`config.mk`:
```
export PLATFORM = sky130hd
export DESIGN_NAME = demux_1_to_4_buffered
export DESIGN_NICKNAME = d
export VERILOG_FILES = /design/src/rtl/demux_1_to_4_buffered_pkg.sv /design/src/rtl/demux_chan_fifo.sv /design/src/rtl/demux_1_to_4_buffered.sv
export SDC_FILE = /design/constraint.sdc
export NUM_CORES = 1
export LEC_CHECK = 0
export BUFFER_PORTS_ARGS = -buffer_cell sky130_fd_sc_hd__buf_4
export CAP_MARGIN = 20
export CORE_MARGIN = 2
export CORE_UTILIZATION = 35
export DETAILED_ROUTE_END_ITERATION = 12
export PLACE_DENSITY = 0.53
export SKIP_CTS_REPAIR_TIMING = 1
export SYNTH_ARGS = -nofsm -noshare
export SYNTH_HDL_FRONTEND = slang
export SYNTH_SLANG_ARGS = --single-unit
```
`constraint.sdc`:
```
create_clock -name clk -period 3.25 [get_ports clk]
set_input_delay 0.1625 -clock clk [delete_from_list [all_inputs] [get_ports clk]]
set_output_delay 0.1625 -clock clk [all_outputs]
set_load 0.005 [all_outputs]
```
`src/rtl/demux_1_to_4_buffered_pkg.sv`:
```
// Shared definitions for the buffered 1-to-4 demux: channel select codes,
// per-channel FIFO depth and occupancy width.
package demux_1_to_4_buffered_pkg;

  typedef enum logic [1:0] {
    CH0 = 2'b00,
    CH1 = 2'b01,
    CH2 = 2'b10,
    CH3 = 2'b11
  } ch_sel_e;

  localparam int unsigned NUM_CH = 4;
  localparam int unsigned DEPTH  = 2;
  localparam int unsigned OCC_W  = 2;

endpackage

```
`src/rtl/demux_chan_fifo.sv`:
```
// Two-entry per-channel FIFO with registered storage, head output and
// occupancy count; an empty FIFO never bypasses the write data.
module demux_chan_fifo
  import demux_1_to_4_buffered_pkg::*;
#(
  parameter int unsigned WIDTH = 2
) (
  input  logic             clk,
  input  logic             reset,
  input  logic             push,
  input  logic [WIDTH-1:0] push_data,
  input  logic             pop,
  output logic [WIDTH-1:0] data,
  output logic             valid,
  output logic [OCC_W-1:0] occ
);

  logic [WIDTH-1:0] mem [DEPTH];
  logic             wr_ptr;
  logic             rd_ptr;
  logic             do_pop;
  logic             do_push;

  assign valid   = (occ != '0);
  assign do_pop  = pop & valid;
  assign do_push = push & ((occ < OCC_W'(DEPTH)) | do_pop);

  // While empty, the slot behind the read pointer still holds the word that
  // was last presented, so the output keeps its last value without a register.
  assign data = valid ? mem[rd_ptr] : mem[~rd_ptr];

  always_ff @(posedge clk or posedge reset) begin
    if (reset) begin
      for (int unsigned i = 0; i < DEPTH; i++) begin
        mem[i] <= '0;
      end
      wr_ptr <= 1'b0;
      rd_ptr <= 1'b0;
      occ    <= '0;
    end else begin
      if (do_push) begin
        mem[wr_ptr] <= push_data;
        wr_ptr      <= ~wr_ptr;
      end
      if (do_pop) begin
        rd_ptr <= ~rd_ptr;
      end
      case ({do_push, do_pop})
        2'b10:   occ <= occ + OCC_W'(1);
        2'b01:   occ <= occ - OCC_W'(1);
        default: occ <= occ;
      endcase
    end
  end

endmodule

```
`src/rtl/demux_1_to_4_buffered.sv`:
```
// Routes one valid/ready word stream to one of four buffered channels chosen
// per word by in_sel; holds only the select decode and in_ready logic.
module demux_1_to_4_buffered
  import demux_1_to_4_buffered_pkg::*;
#(
  parameter int unsigned WIDTH = 2
) (
  input  logic                    clk,
  input  logic                    reset,
  input  logic [WIDTH-1:0]        in_data,
  input  logic [1:0]              in_sel,
  input  logic                    in_valid,
  output logic                    in_ready,
  output logic [NUM_CH*WIDTH-1:0] out_data,
  output logic [NUM_CH-1:0]       out_valid,
  input  logic [NUM_CH-1:0]       out_ready,
  output logic [NUM_CH*OCC_W-1:0] out_occ
);

  ch_sel_e          sel;
  logic [OCC_W-1:0] occ [NUM_CH];
  logic             accept;

  assign sel = ch_sel_e'(in_sel);

  // A full channel still accepts when its head is drained in the same cycle.
  assign in_ready = ~reset & ((occ[sel] < OCC_W'(DEPTH)) | out_ready[sel]);
  assign accept   = in_valid & in_ready;

  for (genvar k = 0; k < NUM_CH; k++) begin : g_chan
    demux_chan_fifo #(
      .WIDTH (WIDTH)
    ) u_fifo (
      .clk       (clk),
      .reset     (reset),
      .push      (accept & (sel == ch_sel_e'(k))),
      .push_data (in_data),
      .pop       (out_ready[k]),
      .data      (out_data[k*WIDTH +: WIDTH]),
      .valid     (out_valid[k]),
      .occ       (occ[k])
    );
    assign out_occ[k*OCC_W +: OCC_W] = occ[k];
  end

endmodule

```
==> flow_summary.toml <==
[worst_setup_path]
r2r_start = "g_chan[3].u_fifo.occ[1]"
cp-start-kind = "flip-flop"
required_ns = 3.09
path_class = "reg2out"
cp-end-kind = "output pin"
critPathMaxFanout = 4
crit_start = "g_chan[2].u_fifo.occ[1]"
worstPathArrival_ns = 1.79

[detailed_routing]
routedWlPerCell_um = 14.6
ant_nets = 0
post-route-drc-count = 0
drtIter0Drc = 43
drt_wl_total_mm = 3.11
dr.pass1.iters = 4
via_per_inst = 4.89
vias = 1042

[power]
seqPwrFrac = 0.386
p_sw_w = 0.000625
swShare = 0.315
leakagePower_nw = 0.883
p_clk_frac = 0.159
p_comb_frac = 0.455
power_density_nw_per_um2 = 997
ir_drop_mv = 0.370
intPower_w = 0.00136

[floorplan]
initial_core_util = 0.368
pin_count = 32
fp.dieArea_um2 = 5200
dieWidth_um = 72.1
num_rows = 24
core_region_area_um2 = 4410
die_height_um = 72.1

[clock_tree]
cts_sinks = 32
clk_latency_ns = 0.28
htreeDepth = 2
clock_path_buffers = 2
cts_tree = "built"
cts_root_buf = "clkbuf_8"
cts_made_buffers = 5
clk_pin_slew_ns = 0.07

[timing]
rsz0062_at_grt = "no"
slew_violations = 0
fmax_mhz = 513
tightest_slew_ns = 0.615
clock-skew-final_ns = 0.00596
final-setup-viol-count = 0
fin_setup_tns_ns = 0
finalCritPeriodShare = 0.600
holdWs_ns = -0.0206
post-route-min-period_ns = 1.95
slew_headroom = 0.590
hold_violations = 15
layout_setup_ws_ns = 1.30

[global_routing]
grt_max_degree = 18
grt_pass1_wl_mm = 5.22
gr-total-overflow = 0
grt_pass1_vias = 1121
antenna_found_initial = 0
track_usage = 0.132

[layout]
drive_gt1_frac = 0.416
insertedDiodeCount = 0
multi_input_area_um2 = 787
layout.nets = 175
seq_area_um2 = 801
area_growth_pct = 22.2
fill_cells = 398

[synth]
synth_seq_cells = 32
yosysWarnings = 0
yosysUniqueCellTypes = 29
synth_area_um2 = 1630
syn_nets = 141
synthCells = 126
synth_area_per_cell_um2 = 12.9
ys_seq_area_frac = 0.493

[placement]
dp.final_hpwl_mm = 2.34
port_buffers = 31
place_ws_ns = 1.33
gp_congestion = 0.772

[run_status]
violations = "hold timing"
status = "finished, violations left"

[worst_hold_path]
worstHoldPathType = "in2async"

[job]
cap_violations = 0
[metal layers]
layer,track usage,wire [um],up-vias
met4,0.0629,79,0
met3,0.0347,154,9
li1,-,-,496
met5,0,0,-
met2,0.223,1540,23
met1,0.155,1330,514
[registers in the layout, indices dropped and copies added, names as in the netlist]
register and flops:
g_chan.u_fifo.mem 16, g_chan.u_fifo.occ 8, g_chan.u_fifo.rd_ptr 4, g_chan.u_fifo.wr_ptr 4
[cell families (layout without fill, tap and decap cells)]
family | Yosys count | count (layout) | synth area share
XOR/XNOR | 24 | 24 | 0.129
adder cells (fa/ha/maj) | 4 | 4 | 0.0308
buffers and inverters | 6 | 41 | 0.0231
flip-flops | 32 | 32 | 0.493
multiplexers | 25 | 25 | 0.182
AND/OR/NAND/NOR | 35 | 35 | 0.142
[power by group through the flow]
| stage | registers (W) | logic [W] | clock network (W) |
|---|---|---|---|
| detailed placement | 0.000775 | 0.000912 | 0 |
| finish | 0.000765 | 0.000901 | 0.000315 |
| CTS | 0.000769 | 0.000920 | 0.000325 |
| global placement | 0.000757 | 0.000894 | 0 |
| global route | 0.000796 | 0.000983 | 0.000350 |
| floorplan | 0.000738 | 0.000588 | 0 |
[Yosys cell counts]
cell,count,share of area
or2_2,4,0.015
nand2_1,2,0.0046
nor3_1,2,0.0062
mux2_2,20,0.14
inv_1,1,0.0023
nor4b_1,2,0.011
or3b_4,1,0.0069
ha_1,4,0.031
or3_2,1,0.0046
nand2b_1,1,0.0039
or4_1,1,0.0046
or4_4,1,0.0069
xor2_1,12,0.065
nand4b_1,1,0.0054
or3b_2,1,0.0054
mux4_1,1,0.016
clkbuf_1,1,0.0023
nor3b_1,1,0.0046
or3_1,1,0.0039
or4b_4,1,0.0085
dfrtp_1,32,0.49
nor2b_1,4,0.015
xnor2_1,12,0.065
nand3b_1,1,0.0046
nor2_1,5,0.012
and2_1,4,0.015
nand3_1,1,0.0031
buf_4,4,0.018
mux2_1,4,0.028
[metrics by stage]
| stage | power (W) | instance area (um2) | std cells | util |
|---|---|---|---|---|
| 6_report | 0.00198 | 1990 | 213 | 0.450 |
| 5_1_grt | 0.00213 | 1990 | 213 | 0.450 |
| 4_1_cts | 0.00201 | 1990 | 213 | 0.450 |
| 3_5_place_dp | 0.00169 | 1900 | 205 | 0.430 |
| 3_3_place_gp | 0.00165 | 1900 | 205 | 0.430 |
| 2_1_floorplan | 0.00133 | 1630 | 126 | - |
[critical path: stages (launching register included)]
cell	delay [ns]
dfrtp_1	0.41
or2_2	0.34
xor2_1	0.25
mux2_2	0.37
buf_4	0.13
[final timing paths]
path / end / slack [ns] / cells after the start
min in group clk: g_chan[0].u_fifo.mem[0] / 0.18 / 2
max in group asynchronous: g_chan[2].u_fifo.occ[0] / 2.60 / 3
setup reg to reg: g_chan[3].u_fifo.occ[1] / 1.40 / 5
hold / removal: g_chan[1].u_fifo.mem[0] / -0.02 / 2
setup / recovery: out_data[5] / 1.30 / 4
hold reg to reg: g_chan[0].u_fifo.rd_ptr / 0.48 / 1
[layout by cell type (no fill, tap or decap), types with 2 or more instances in the layout]
master	instances
mux2_1	4
nand2_1	2
or2_2	4
buf_4	32
ha_1	4
mux2_2	20
xor2_1	12
nor3_1	2
dfrtp_1	32
and2_1	4
nor4b_1	2
clkbuf_8	6
nor2_1	5
nor2b_1	4
clkbuf_1	2
xnor2_1	12
[layout make-up]
type                            instances  share of cell area
Sequential cell                        32               0.403
Multi-Input combinational cell         88               0.396
Timing Repair Buffer                   32               0.121
Clock buffer                            8              0.0453
Tap cell                               52              0.0327
Inverter                                1             0.00189
Power figures use the tool's default switching activity.
